===== src/rtl/alu_exec_unit.sv =====
// rtl/alu_exec_unit.sv - handshaked execute-stage ALU with condition codes and iterative multiply
module alu_exec_unit #(
  parameter int BIT_WID = 64
) (
  input  logic               clk,
  input  logic               rst,
  input  logic               in_valid,
  output logic               in_ready,
  input  logic [2:0]         ALUfun,
  input  logic [BIT_WID-1:0] ALUA,
  input  logic [BIT_WID-1:0] ALUB,
  input  logic               set_cond,
  output logic               out_valid,
  input  logic               out_ready,
  output logic [BIT_WID-1:0] valE,
  output logic [3:0]         CC,
  output logic               busy
);

  localparam int SH_WID = $clog2(BIT_WID);

  localparam logic [2:0] OP_ADD = 3'b000;
  localparam logic [2:0] OP_SUB = 3'b001;
  localparam logic [2:0] OP_AND = 3'b010;
  localparam logic [2:0] OP_OR  = 3'b011;
  localparam logic [2:0] OP_XOR = 3'b100;
  localparam logic [2:0] OP_SHL = 3'b101;
  localparam logic [2:0] OP_SHR = 3'b110;
  localparam logic [2:0] OP_MUL = 3'b111;

  typedef enum logic [1:0] {
    S_IDLE = 2'd0,
    S_MUL  = 2'd1,
    S_DONE = 2'd2
  } state_t;

  state_t                   state_q, state_d;
  logic [BIT_WID-1:0]       vale_q, vale_d;
  logic [3:0]               cc_q, cc_d;
  logic [2*BIT_WID-1:0]     acc_q, acc_d;
  logic [2*BIT_WID-1:0]     mcand_q, mcand_d;
  logic [BIT_WID-1:0]       mplier_q, mplier_d;
  logic [SH_WID-1:0]        cnt_q, cnt_d;
  logic                     msc_q, msc_d;

  logic                     accept;
  logic [BIT_WID-1:0]       alu_res;
  logic [3:0]               alu_cc;
  logic [BIT_WID:0]         sum_x;
  logic [BIT_WID:0]         dif_x;
  logic [SH_WID-1:0]        sh_amt;
  logic [2*BIT_WID-1:0]     acc_step;
  logic [BIT_WID-1:0]       mul_lo;
  logic                     mul_hi_nz;

  assign in_ready  = (state_q == S_IDLE) | ((state_q == S_DONE) & out_ready);
  assign accept    = in_valid & in_ready;
  assign out_valid = (state_q == S_DONE);
  assign busy      = (state_q == S_MUL);
  assign valE      = vale_q;
  assign CC        = cc_q;

  // Single-cycle operations and their flags; flag order is {CF, OF, SF, ZF}
  always_comb begin
    sum_x   = {1'b0, ALUB} + {1'b0, ALUA};
    dif_x   = {1'b0, ALUB} - {1'b0, ALUA};
    sh_amt  = ALUA[SH_WID-1:0];
    alu_res = '0;
    alu_cc  = 4'b0000;
    case (ALUfun)
      OP_ADD: begin
        alu_res   = sum_x[BIT_WID-1:0];
        alu_cc[3] = sum_x[BIT_WID];
        alu_cc[2] = (ALUA[BIT_WID-1] == ALUB[BIT_WID-1]) &&
                    (alu_res[BIT_WID-1] != ALUB[BIT_WID-1]);
      end
      OP_SUB: begin
        alu_res   = dif_x[BIT_WID-1:0];
        alu_cc[3] = dif_x[BIT_WID];
        alu_cc[2] = (ALUA[BIT_WID-1] != ALUB[BIT_WID-1]) &&
                    (alu_res[BIT_WID-1] != ALUB[BIT_WID-1]);
      end
      OP_AND:  alu_res = ALUB & ALUA;
      OP_OR:   alu_res = ALUB | ALUA;
      OP_XOR:  alu_res = ALUB ^ ALUA;
      OP_SHL:  alu_res = ALUB << sh_amt;
      OP_SHR:  alu_res = ALUB >> sh_amt;
      default: alu_res = '0;
    endcase
    alu_cc[1] = alu_res[BIT_WID-1];
    alu_cc[0] = (alu_res == '0);
  end

  // One radix-2 shift-add step: add the shifted multiplicand when the current multiplier bit is set
  always_comb begin
    acc_step  = mplier_q[0] ? (acc_q + mcand_q) : acc_q;
    mul_lo    = acc_step[BIT_WID-1:0];
    mul_hi_nz = |acc_step[2*BIT_WID-1:BIT_WID];
  end

  // Next-state logic: accept/retire handshake, multiply iteration and result/flag writeback
  always_comb begin
    state_d  = state_q;
    vale_d   = vale_q;
    cc_d     = cc_q;
    acc_d    = acc_q;
    mcand_d  = mcand_q;
    mplier_d = mplier_q;
    cnt_d    = cnt_q;
    msc_d    = msc_q;
    case (state_q)
      S_IDLE, S_DONE: begin
        if ((state_q == S_DONE) && out_ready) begin
          state_d = S_IDLE;
        end
        if (accept) begin
          if (ALUfun == OP_MUL) begin
            acc_d    = '0;
            mcand_d  = {{BIT_WID{1'b0}}, ALUB};
            mplier_d = ALUA;
            cnt_d    = '0;
            msc_d    = set_cond;
            state_d  = S_MUL;
          end else begin
            vale_d  = alu_res;
            if (set_cond) begin
              cc_d = alu_cc;
            end
            state_d = S_DONE;
          end
        end
      end
      S_MUL: begin
        acc_d    = acc_step;
        mcand_d  = mcand_q << 1;
        mplier_d = mplier_q >> 1;
        cnt_d    = cnt_q + SH_WID'(1);
        if (cnt_q == SH_WID'(BIT_WID - 1)) begin
          vale_d = mul_lo;
          if (msc_q) begin
            cc_d = {mul_hi_nz, mul_hi_nz, mul_lo[BIT_WID-1], (mul_lo == '0)};
          end
          state_d = S_DONE;
        end
      end
      default: state_d = S_IDLE;
    endcase
  end

  // State and datapath registers; reset discards any in-flight request
  always_ff @(posedge clk or posedge rst) begin
    if (rst) begin
      state_q  <= S_IDLE;
      vale_q   <= '0;
      cc_q     <= 4'b0000;
      acc_q    <= '0;
      mcand_q  <= '0;
      mplier_q <= '0;
      cnt_q    <= '0;
      msc_q    <= 1'b0;
    end else begin
      state_q  <= state_d;
      vale_q   <= vale_d;
      cc_q     <= cc_d;
      acc_q    <= acc_d;
      mcand_q  <= mcand_d;
      mplier_q <= mplier_d;
      cnt_q    <= cnt_d;
      msc_q    <= msc_d;
    end
  end

endmodule

===== config.mk =====
export PLATFORM = sky130hd
export DESIGN_NAME = alu_exec_unit
export DESIGN_NICKNAME = d
export VERILOG_FILES = /design/src/rtl/alu_exec_unit.sv
export SDC_FILE = /design/constraint.sdc
export NUM_CORES = 2
export LEC_CHECK = 0
export CORE_ASPECT_RATIO = 1.4
export CORE_MARGIN = 3
export CORE_UTILIZATION = 35
export CTS_BUF_LIST = sky130_fd_sc_hd__clkbuf_2
export DETAILED_ROUTE_END_ITERATION = 8
export PLACE_DENSITY_LB_ADDON = 0.05
export SETUP_SLACK_MARGIN = 0.02
export SLEW_MARGIN = 25
export SYNTH_ARGS = -nofsm -noshare
export SYNTH_HDL_FRONTEND = slang
export SYNTH_SLANG_ARGS = --single-unit

===== constraint.sdc =====
create_clock -name clk -period 18.82 [get_ports clk]
set_input_delay 3.764 -clock clk [delete_from_list [all_inputs] [get_ports clk]]
set_output_delay 3.764 -clock clk [all_outputs]
set_load 0.01 [all_outputs]

==> summary.md <==
| Metric | Value |
|---|---|
| WL per Instance | 38.63 um |
| DRT Pass-1 Iters | 8 |
| Layout cells sized above 1 | 0.09687 |
| CP Cell Sequence | clkdlybuf4s50_1, inv_1, ha_1, or4_1, nor3_1, a21boi_0, nor2_1, o31ai_1, mux2i_1, a211oi_1, o2111a_1, nand4_1, nor4_1, buf_4, nand4_1, nor4_1, nand4_1, o21ai_1 |
| Initial antenna violation count | 34 |
| CTS root buffer | clkbuf_2 |
| Routed Antenna Nets | 0 |
| Die ar. | 0.1453 sq mm |
| Cts hold-fix bufs | 0 |
| Routed wl met2 | 156200 um |
| RSZ-0062 raised after global routing | no |
| Async S/R FF share, synth | 1.000 |
| Final cycle utilization of the critical path | 0.5302 |
| Relative slew slack | 0.1219 |
| Failing checks | design-rule violations |
| Total nets after synthesis | 7329 |
| Max-slew violations | 0 |
| Synthesized area | just under 0.05 sq mm |
| Worst-Skew Late Latency | 1.70 ns |
| WP data required | around 20 ns |
| Setup bufs post-CTS | 0 |
| First-pass GRT wire length | 462700 um |
| #FFs+latches synth | 397 |
| Cells taking the most area after synthesis | dfrtp_1 20%, ha_1 8.6%, nand2_1 8.5% |
| Chip Height | 449.9 um |
| Area growth syn-to-layout | 10.54% |
| Inserted Clock Buffers | 110 |
| Fin nets | 7286 |
| Met1 wire length | 109200 um |
| Post-synth cell types | 108 |
| CTS max path bufs | 3 |
| Top FF cell, synth | dfrtp_1 |
| Max VDD drop | 73.49 uV |
| Static Leak | around 23 nW |
| Vias in the first global route | 57470 |
| Row count | 162 |
| Commonest non-fill, non-tap cell in the layout | nand2_1 |
| Routed met3 length | 27870 um |
| Worst path bufs/invs | 3 |
| Post-synth EDFFs | 0 |
| Most frequent cells in the layout | 1111 x nand2_1, 640 x nor2_1, 578 x o21ai_0 |
| Worst path most repeated cell | nand4_1 |
| Multi-input combinational cell area | 0.03659 sq mm |
| Via density | 6.740 |
| Initial Utilization | 0.3532 |
| Final hold vios | 0 |
| Arr. time, crit path | around 12 ns |
| Overall Global Routing Usage | 0.4539 |
| Nature of the critical path endpoint | register |
| FF+latch area | 0.009938 sq mm |
| H-tree Lvls | 3 |
| Die W | 323.1 um |
| Grt total ovfl | 0 |
| Post-DP HPWL | 265100 um |
| CP Class | input port to register |
| Fmax | 0.1002 GHz |
| Largest net degree at the start of global routing | 151 |
| Kind of cell adding the most delay to the critical path | compound AO/OA/AOI/OAI gates |
| Gate Count Post-Synth | 6852 |
| CTS clk-pin slew, worst paths | 0.14 ns |
| I/O pins | 207 |
| Largest fanout on the critical path | 15 |
| CP max-delay cell | clkdlybuf4s50_1 |
| Area of the core | 0.1395 sq mm |
| PortBufs | 206 |
| Status | finished, violations left |
| Minimum clock period | 9.978 ns |
| CTS tree | built |
| Hold Path Class | register to register |
| Fill count | around 15000 |
| GP Congestion | 1.099 |
| Max Cap Violations | 0 |
| Drt first-iter violations | 6556 |
| Post-layout util | 0.3904 |
| Post-cts sizing count | 0 |
| Max incr delay on CP | 0.90 ns |
| Setup_tns | 0 ns |
| Register area share after synthesis | 0.2017 |
| Pwr/cell area | 144.6 mW/mm^2 |
| Worst-Margin Slew | 1.317 ns |
| Syn avg cell area | 7.189 sq um |
| Via count | about 59000 |
| Top routing layer used | met5 |
| Remaining DRCs | 3 |
| Yosys warns | 0 |
| Total wire length | 337500 um |
| Final Setup Violations | 0 |
| Layout Skew | 0.1393 ns |
| Area leader, netlist | dfrtp_1 |
| Top-area cell type share of the netlist area | 0.2017 |
| Crit start category | input port |
| Clock Sinks | 397 |
worst reg2reg max path: cells and delay by family (launching register included):
family                   cells  cell delay, ns
buffers and inverters        1            0.25
AND/OR/NAND/NOR              5            1.92
flip-flops                   1            0.41
adder cells (fa/ha/maj)      1            0.44
AO/OA/AOI/OAI                9            3.86
stage by stage:
step	setup slack [ns]	instance area, sq um	power [W]	std cells	hold WS, ns
floorplan	4.017	49260	0.004645	6852	0.4455
global placement	7.038	52970	0.006823	8494	0.4561
detailed placement	7.816	53110	0.006837	8500	0.4651
CTS	9.539	54230	0.007654	8699	0.4877
global route	9.075	54390	0.008236	8714	0.4993
finish	8.842	54450	0.007871	8737	0.4561
metal layers:
| metal | up-vias | GRT usage |
|---|---|---|
| met5 | - | 0.0003367 |
| met4 | 10 | 0.4685 |
| met3 | 1505 | 0.1280 |
| met2 | 3702 | 0.7405 |
| met1 | 28480 | 0.4492 |
| li1 | 25190 | - |
Yosys cell counts, drive strengths merged, types with 13 or more instances:
library cell  instances
ha                  338
a221oi               38
a22o                 18
o211ai               71
o22ai                95
nor2                653
o211a                17
xor2                 61
a211oi               92
nand2              1111
mux4                 78
mux2i               225
a22oi                71
nand4               152
o31ai                52
and3                 32
nand2b               44
a21o                 61
a221o                16
a2111oi              20
a21oi               520
o2111ai              20
and4                 13
a31oi               189
a311oi               21
o21a                 40
nor4                 71
xnor2               100
or2                  28
o21ai               621
and2                 27
nor2b                42
mux2                 88
nor3                115
o31a                 17
inv                 226
nand3               191
dfrtp               397
o221ai               46
clkbuf              389
a211o                25
or3                  20
o21bai               47
buf                 163
power breakdown:
part	leakage, nW	switching [W]	total (W)	internal, W
registers	4.96	0.000401	0.00162	0.00122
clock network	0.794	0.000493	0.000783	0.000290
logic	16.9	0.00382	0.00547	0.00165
final timing paths:
kind / startpoint / to / cells past startpoint / slack [ns]
min in group asynchronous: rst / mplier_q[49] / 2 / 2.54
worst max register to register: acc_q[26] / CC[3] / 16 / 11.84
worst max-delay path: ALUB[9] / CC[0] / 18 / 8.84
worst min-delay path: mplier_q[30] / mplier_q[29] / 2 / 0.46
max in group asynchronous: rst / mcand_q[105] / 4 / 14.20
worst min register to register: mplier_q[30] / mplier_q[29] / 2 / 0.46
sequential cells by signal, summed over array words and instances (netlist names):
name and flops:
msc_q 1, cnt_q 6, state_q 2, valE 64, mcand_q 128, mplier_q 64
CC 4, acc_q 128
kinds of logic (layout without fill, tap and decap cells):
family / after synthesis / in the layout / synth area share
other cells: 0 / 37 / 0
simple gates: 2560 / 2560 / 0.2318
buf+inv: 782 / 826 / 0.06264
compound gates: 2220 / 2220 / 0.2866
fa+ha+maj: 341 / 341 / 0.08708
mux: 391 / 391 / 0.1015
flops: 397 / 397 / 0.2017
xor+xnor: 161 / 161 / 0.02863
cell type report:
cell class                      count  share of cell area
Inverter                          230             0.01613
Multi-Input combinational cell   5673              0.6720
Antenna cell                       37            0.001701
Clock inverter                     60            0.007767
Sequential cell                   397              0.1825
Clock buffer                      139             0.01278
Timing Repair Buffer              397             0.06568
Tap cell                         1804             0.04146
(Power assumes the default switching activity.)
